### src/rtl/eship_wave_scheduler_if.sv
// Control bus between the wave scheduler and the per-ship / projectile datapath.
interface eship_wave_scheduler_if #(
  parameter int NM  = 8,
  parameter int NPE = 4
);
  logic           Start;
  logic [NM-1:0]  EShipAlive;
  logic [NPE-1:0] EProjBusy;
  logic [9:0]     ESchedCtr;
  logic [NM-1:0]  ESchedFire;
  logic [1:0]     WaveState;
  logic [3:0]     WaveNum;
  logic           WaveClear;

  modport master (
    input  Start, EShipAlive, EProjBusy,
    output ESchedCtr, ESchedFire, WaveState, WaveNum, WaveClear
  );

  modport slave (
    output Start, EShipAlive, EProjBusy,
    input  ESchedCtr, ESchedFire, WaveState, WaveNum, WaveClear
  );
endinterface

### src/rtl/eship_wave_scheduler.sv
// Enemy wave sequencer: frame counter, wave phase FSM and round-robin fire
// arbitration among NM ships, gated by projectile slot availability.
module eship_wave_scheduler #(
  parameter int NM          = 8,
  parameter int NPE         = 4,
  parameter int ENTRY_LEN   = 256,
  parameter int FIRE_PERIOD = 32,
  parameter int CLEAR_LEN   = 64
) (
  input  logic                    frame_clk,
  input  logic                    Reset,
  eship_wave_scheduler_if.master  bus
);
  localparam int PW = (NM > 1) ? $clog2(NM) : 1;

  typedef enum logic [1:0] {
    IDLE      = 2'd0,
    ENTRY     = 2'd1,
    FORMATION = 2'd2,
    CLEAR     = 2'd3
  } waveState_t;

  waveState_t     state, stateNxt;
  logic [9:0]     ctr, ctrNxt;
  logic [9:0]     timer, timerNxt;
  logic [9:0]     clrCnt, clrCntNxt;
  logic [NM-1:0]  fire, fireNxt;
  logic [3:0]     waveNum, waveNumNxt;
  logic           waveClear, waveClearNxt;
  logic [PW-1:0]  ptr, ptrNxt;

  logic [NM-1:0]  alive;
  logic [NPE-1:0] busy;
  logic [PW-1:0]  pickHi, pickLo, pick;
  logic           hiVld, loVld;

  assign alive = bus.EShipAlive;
  assign busy  = bus.EProjBusy;

  // Round robin: lowest alive index above ptr, else lowest alive overall.
  always_comb begin
    pickHi = '0;
    pickLo = '0;
    hiVld  = 1'b0;
    loVld  = 1'b0;
    for (int i = NM - 1; i >= 0; i--) begin
      if (alive[i]) begin
        pickLo = PW'(i);
        loVld  = 1'b1;
        if (PW'(i) > ptr) begin
          pickHi = PW'(i);
          hiVld  = 1'b1;
        end
      end
    end
    pick = hiVld ? pickHi : pickLo;
  end

  always_comb begin
    stateNxt     = state;
    ctrNxt       = ctr;
    timerNxt     = timer;
    clrCntNxt    = clrCnt;
    fireNxt      = '0;
    waveNumNxt   = waveNum;
    waveClearNxt = 1'b0;
    ptrNxt       = ptr;
    case (state)
      IDLE: begin
        ctrNxt = '0;
        if (bus.Start) stateNxt = ENTRY;
      end
      ENTRY: begin
        ctrNxt = ctr + 10'd1;
        if (ctr == 10'(ENTRY_LEN - 1)) begin
          stateNxt = FORMATION;
          timerNxt = '0;
        end
      end
      FORMATION: begin
        ctrNxt = (ctr == 10'h3FF) ? ctr : ctr + 10'd1;
        // A wiped-out formation takes priority over any pending fire.
        if (alive == '0) begin
          stateNxt     = CLEAR;
          waveClearNxt = 1'b1;
          waveNumNxt   = waveNum + 4'd1;
          clrCntNxt    = 10'(CLEAR_LEN - 1);
        end else if (timer == 10'(FIRE_PERIOD - 1)) begin
          // Blocked grants leave the timer parked at expiry.
          if (loVld && !(&busy)) begin
            fireNxt[pick] = 1'b1;
            ptrNxt        = pick;
            timerNxt      = '0;
          end
        end else begin
          timerNxt = timer + 10'd1;
        end
      end
      CLEAR: begin
        if (clrCnt == '0) begin
          stateNxt = ENTRY;
          ctrNxt   = '0;
        end else begin
          clrCntNxt = clrCnt - 10'd1;
        end
      end
      default: stateNxt = IDLE;
    endcase
  end

  always_ff @(posedge frame_clk or negedge Reset) begin
    if (!Reset) begin
      state     <= IDLE;
      ctr       <= '0;
      timer     <= '0;
      clrCnt    <= '0;
      fire      <= '0;
      waveNum   <= '0;
      waveClear <= 1'b0;
      ptr       <= PW'(NM - 1);
    end else begin
      state     <= stateNxt;
      ctr       <= ctrNxt;
      timer     <= timerNxt;
      clrCnt    <= clrCntNxt;
      fire      <= fireNxt;
      waveNum   <= waveNumNxt;
      waveClear <= waveClearNxt;
      ptr       <= ptrNxt;
    end
  end

  assign bus.ESchedCtr  = ctr;
  assign bus.ESchedFire = fire;
  assign bus.WaveState  = state;
  assign bus.WaveNum    = waveNum;
  assign bus.WaveClear  = waveClear;
endmodule

### src/flat_wrapper.sv
// flat-port wrapper written by rule: the top's interface ports become plain ports
module eship_wave_scheduler_flat 
#(
  parameter int NM          = 8,
  parameter int NPE         = 4,
  parameter int ENTRY_LEN   = 256,
  parameter int FIRE_PERIOD = 32,
  parameter int CLEAR_LEN   = 64
)
  (frame_clk, Reset, bus_Start, bus_EShipAlive, bus_EProjBusy, bus_ESchedCtr, bus_ESchedFire, bus_WaveState, bus_WaveNum, bus_WaveClear);
  eship_wave_scheduler_if #(.NM(NM), .NPE(NPE)) bus_i ();
  input  logic frame_clk;
  input  logic Reset;
  input wire logic [$bits(bus_i.Start)-1:0] bus_Start;
  input wire logic [$bits(bus_i.EShipAlive)-1:0] bus_EShipAlive;
  input wire logic [$bits(bus_i.EProjBusy)-1:0] bus_EProjBusy;
  output wire logic [$bits(bus_i.ESchedCtr)-1:0] bus_ESchedCtr;
  output wire logic [$bits(bus_i.ESchedFire)-1:0] bus_ESchedFire;
  output wire logic [$bits(bus_i.WaveState)-1:0] bus_WaveState;
  output wire logic [$bits(bus_i.WaveNum)-1:0] bus_WaveNum;
  output wire logic [$bits(bus_i.WaveClear)-1:0] bus_WaveClear;
  assign bus_i.Start = bus_Start;
  assign bus_i.EShipAlive = bus_EShipAlive;
  assign bus_i.EProjBusy = bus_EProjBusy;
  assign bus_ESchedCtr = bus_i.ESchedCtr;
  assign bus_ESchedFire = bus_i.ESchedFire;
  assign bus_WaveState = bus_i.WaveState;
  assign bus_WaveNum = bus_i.WaveNum;
  assign bus_WaveClear = bus_i.WaveClear;
  eship_wave_scheduler #(.NM(NM), .NPE(NPE), .ENTRY_LEN(ENTRY_LEN), .FIRE_PERIOD(FIRE_PERIOD), .CLEAR_LEN(CLEAR_LEN)) u_core (.frame_clk(frame_clk), .Reset(Reset), .bus(bus_i));
endmodule
### config.mk
export PLATFORM = sky130hd
export DESIGN_NAME = eship_wave_scheduler_flat
export DESIGN_NICKNAME = d
export VERILOG_FILES = /design/src/rtl/eship_wave_scheduler_if.sv /design/src/rtl/eship_wave_scheduler.sv /design/src/flat_wrapper.sv
export SDC_FILE = /design/constraint.sdc
export NUM_CORES = 1
export LEC_CHECK = 0
export ABC_CLOCK_PERIOD_IN_PS = 5200
export BUFFER_PORTS_ARGS = -buffer_cell sky130_fd_sc_hd__buf_2
export CORE_MARGIN = 2
export CORE_UTILIZATION = 62
export DETAILED_ROUTE_END_ITERATION = 8
export PLACE_DENSITY = 0.85
export SYNTH_ARGS = -nofsm -noshare
export SYNTH_HDL_FRONTEND = slang
export SYNTH_SLANG_ARGS = --single-unit
### constraint.sdc
create_clock -name frame_clk -period 5.2 [get_ports frame_clk]
set_input_delay 1.04 -clock frame_clk [delete_from_list [all_inputs] [get_ports frame_clk]]
set_output_delay 1.04 -clock frame_clk [all_outputs]
set_load 0.02 [all_outputs]
== Word level (Yosys, flattened, before mapping) ==
Cells that the tools add are included.
Word-level totals
  output and inout port bits: 25
  register bits after elaboration: 48
  logic and storage cells: 125
Operators by class
  bitwise gates (word level): 1
  reduce and logical (&&, ||, !) cells: 15
  add/subtract/negate cells: 4
  order comparisons: 10
  muxes and demuxes: 73
  equality and inequality tests: 14
Operator list (count)
  $mux W10: 8
  $mux W3: 25
  $pmux W10 S2: 2
  $pmux W10 S4: 1
  $mux W8: 4
  $mux W1: 27
  $add A10 B1 Y10 const B: 2
  $reduce_and A4 Y1: 4
  $gt A3 B3 Y1 const A: 4
  $eq A10 B10 Y1 const B: 1
  $eq A10 B5 Y1 const B: 1
  $eq A10 B8 Y1 const B: 1
  $logic_not A10 Y1: 1
  $sub A10 B1 Y10 const B: 1
  $logic_not A8 Y1: 1
  $mux W2: 4
  $ne A2 B2 Y1 const B: 4
  $pmux W2 S4: 1
  $gt A1 B3 Y1 const A: 2
  $gt A2 B3 Y1 const A: 2
  $ne A2 B1 Y1 const B: 3
  $add A4 B1 Y4 const B: 1
  $eq A2 B2 Y1 const B: 2
  $lt A3 B4 Y1 const B: 1
  other kinds (11): 14

== Depth between registers and ports, before layout ==
  depth after elaboration: 26
  gate-level depth with buffers: 8

== Least setup slack after synthesis ==
Ideal clock, no wire load.
  kind: input to register
  start: in bus_EShipAlive[7]
  end: reg u_core.clrCnt[9]
  buffers on the path: 1
  setup slack: 2.798 ns
  stages on the path: 6
  setup time: 0.078 ns
  data arrival time: 2.325 ns
  path through: nor4_1 -> a21bo_2 -> buf_4 -> nand3_1 -> or3_1 -> a21oi_1
Between the ends
  longest elaborated chain between the ends: 3
Ends and longest elaborated chain
  start: declaration: RTL line flat_wrapper.sv:15  | input wire logic [$bits(bus_i.EShipAlive)-1:0] bus_EShipAlive;
  $logic_not A8 Y1: RTL line eship_wave_scheduler.sv:83  | if (alive == '0) begin
  $ne A2 B1 Y1 (no line)
  $reduce_and A3 Y1 (no line)
  end signal: assignment: RTL line eship_wave_scheduler.sv:125  | clrCnt <= clrCntNxt;
  end: declaration: RTL line eship_wave_scheduler.sv:26  | logic [9:0] clrCnt, clrCntNxt;
No other way between the ends.
A chain may end at the register's enable or synchronous reset.

== Worst setup path in the final report ==
  start: in bus_EShipAlive[7]
  end: reg u_core.timer[2]
Between the ends
  longest elaborated chain between the ends: 11
  elaborated cells between the ends (all ways): 13
  classes of those cells: 2 x eq/ne; 8 x mux; 3 x reduce/logical
Ends and longest elaborated chain
  $mux W1 (8 in series): RTL line eship_wave_scheduler.sv:47  | if (alive[i]) begin
  $logic_and A1 B1 Y1: RTL line eship_wave_scheduler.sv:90  | if (loVld && !(&busy)) begin
  $ne A3 B3 Y1 (no line)
  $reduce_and A4 Y1 (no line) *
  end signal: assignment: RTL line eship_wave_scheduler.sv:124  | timer <= timerNxt;
  end: declaration: RTL line eship_wave_scheduler.sv:25  | logic [9:0] timer, timerNxt;
Every way passes the cells marked *; elsewhere a longest branch is shown, timed or not.

==> impl_metrics.env <==
export IMPL_async_flop_share=1.00
export IMPL_diodes=0
export IMPL_yosys_warnings=0
export IMPL_cp_start_kind="primary input"
export IMPL_vias=2428
export IMPL_cts_resized=0
export IMPL_holdPathStages=1
export IMPL_synth_ff_type="dfrtp_1"
export IMPL_reg2reg_depth=6
export IMPL_fmax_mhz=387
export IMPL_core_um2=4350
export IMPL_post_drt_wl_per_cell_um=15.5
export IMPL_cts_buffers=5
export IMPL_finalCritPeriodShare=0.497
export IMPL_start_util=0.641
export IMPL_met1_usage=0.358
export IMPL_rsz0062_at_grt="no"
export IMPL_met2_usage=0.412
export IMPL_final_cells=390
export IMPL_post_cts_setup_buffers=0
export IMPL_root_buffer="clkbuf_8"
export IMPL_final_cell_mix="45 x dfrtp_1, 39 x buf_2, 30 x o21ai_0, 26 x nand2_1, 25 x nor2_1"
export IMPL_synth_distinct_cells=55
export IMPL_p_leak_nw=1.46
export IMPL_fin_setup_tns_ns=0
export IMPL_gp_congestion=0.877
export IMPL_htree_levels=2
export IMPL_hold_path_class="reg2reg"
export IMPL_fp_dieH_um=71.1
export IMPL_cts_tree="yes"
export IMPL_synth_seq_area_share=0.432
export IMPL_outcome="complete, no violations"
export IMPL_drv_cap=0
export IMPL_cts_max_path_buffers=2
export IMPL_firstDrtPassIters=4
export IMPL_drv_slew=0
export IMPL_fp_row_count=24
export IMPL_clk_latency_ns=0.30
export IMPL_crit_start="bus_EShipAlive[7]"
export IMPL_avgSynthCellArea_um2=9.27
export IMPL_timing_rr_start="u_core.bus.WaveState[0]"
export IMPL_grt_max_degree=49
export IMPL_vias_per_cell=6.23
export IMPL_grt_pass1_wl_um=10400
export IMPL_overflow=0
export IMPL_critPathRequiredTime_ns=5.40
export IMPL_synth_seq_cells=48
export IMPL_layout_drive_gt1_share=0.183
export IMPL_routed_wl_um=6040
export IMPL_drc=0
export IMPL_numPortBuffers=39
export IMPL_slew_headroom=0.298
export IMPL_hp_start="u_core.bus.WaveNum[3]"
export IMPL_p_per_area_nw_per_um2=201
export IMPL_drt_initial_drc_count=228
export IMPL_max_slew_worst_pin_slew_ns=1.05
export IMPL_fin_skew_ns=0.00536
export IMPL_setup_viol=0
export IMPL_worst_ep_arrival_time_ns=2.79
export IMPL_period_minus_slack_ns=2.59
export IMPL_clkTransAtPathRegs_ns=0.09
export IMPL_setup_worst_path_end_class="register"
export IMPL_met3_usage=0.0499
export IMPL_postCtsHoldBufs=0
export IMPL_synth_edf_count=0
export IMPL_peakVddDrop_v=0.000204
export IMPL_nets=362
export IMPL_synth_nets=325
export IMPL_groute_usage_overall=0.257
export IMPL_syn_cell_area_um2=2790
export IMPL_antenna_found_initial=0
export IMPL_hold_violations=0
export IMPL_dp_hpwl_um=4360
export IMPL_final_common_cell="dfrtp_1"
export IMPL_io_pins=40
export IMPL_fp_dieW_um=71.1
export IMPL_placed_cells=383
export IMPL_syn2layout_area_growth_pct=10.6
export IMPL_path_max_fanout=8
export IMPL_grt_pass1_vias=2239
export IMPL_die_area_um2=5050
export IMPL_syn_inst=301
export IMPL_cts_sinks=48
export IMPL_ant_nets=0
export IMPL_critPathKind="in2reg"
export IMPL_top_usage_layer="met2"
==> sequential cells by signal (all words and copies together), names as in the netlist <==
name	count
u_core.bus.ESchedFire	8
u_core.bus.WaveState	2
u_core.ptr	3
u_core.bus.ESchedCtr	10
u_core.bus.WaveNum	4
u_core.clrCnt	10
u_core.bus.WaveClear	1
u_core.timer	10
==> worst paths after layout <==
kind                                       endpoint  slack [ns]
max                                 u_core.timer[2]        2.61
min                           u_core.bus.WaveNum[3]        0.47
max reg2reg                u_core.bus.ESchedFire[2]        2.61
min reg2reg                   u_core.bus.WaveNum[3]        0.47
max in group asynchronous  u_core.bus.ESchedFire[7]        3.63
min in group asynchronous          u_core.clrCnt[3]        0.92
==> layer usage <==
metal | wire, um | vias to the layer above
li1 | - | 1181
met1 | 2760 | 1155
met2 | 2870 | 84
met3 | 335 | 8
met4 | 74 | 0
met5 | 0 | -
==> Yosys cell counts (4+ instances only) <==
| library cell | instances | area, um2 |
|---|---|---|
| a211oi_1 | 5 | 37.5 |
| a21oi_1 | 8 | 40.0 |
| and2_1 | 4 | 25.0 |
| and3_1 | 4 | 25.0 |
| clkbuf_1 | 7 | 26.3 |
| dfrtp_1 | 45 | 1130 |
| ha_1 | 9 | 113 |
| inv_1 | 11 | 41.3 |
| nand2_1 | 26 | 97.6 |
| nand2b_1 | 10 | 62.6 |
| nand3_1 | 22 | 110 |
| nand4_1 | 8 | 50.1 |
| nor2_1 | 25 | 93.8 |
| nor2b_1 | 5 | 31.3 |
| nor3_1 | 5 | 25.0 |
| nor4_1 | 8 | 50.1 |
| o21ai_0 | 30 | 150 |
| o31ai_1 | 9 | 67.6 |
| or3_1 | 4 | 25.0 |
| xor2_1 | 5 | 43.8 |
==> area by class of cell <==
class,instances,area (um2)
Sequential cell,48,1200
Tap cell,52,65.1
Fill cell,347,1270
Clock buffer,5,68.8
Clock inverter,2,12.5
Inverter,11,41.3
Timing Repair Buffer,39,195
Multi-Input combinational cell,233,1500
==> critical path, stage by stage <==
cell	delay (ns)
buf_2	0.14
nor4_1	0.53
nand3_1	0.35
o2111ai_1	0.43
o21ai_0	0.21
o31ai_1	0.10
==> kinds of logic (layout without fill, tap and decap cells) <==
group	count (synthesis)	in the layout	synth area share
buffers and inverters	20	57	0.0310
AO/OA/AOI/OAI	78	78	0.195
flip-flops	48	48	0.432
multiplexers	3	3	0.0112
AND/OR/NAND/NOR	135	135	0.265
adder cells (fa/ha/maj)	9	9	0.0404
XOR/XNOR	8	8	0.0251
==> report_power, final <==
| part | total (mW) | internal, mW | switching, mW |
|---|---|---|---|
| combinational | 0.0308 | 0.00995 | 0.0208 |
| sequential | 0.373 | 0.373 | 0 |
| clock | 0.215 | 0.0913 | 0.124 |
| total | 0.619 | 0.474 | 0.145 |
==> metrics by stage <==
step	setup WS, ns	hold slack [ns]	total power [mW]	cell area, um2	util
2_1_floorplan	2.80	0.452	0.392	2790	-
3_3_place_gp	2.46	0.457	0.410	3000	0.690
3_5_place_dp	2.36	0.462	0.411	3000	0.690
4_1_cts	2.59	0.473	0.625	3090	0.709
5_1_grt	2.34	0.514	0.640	3090	0.709
6_report	2.61	0.470	0.619	3090	0.709
(Power assumes the default switching activity.)
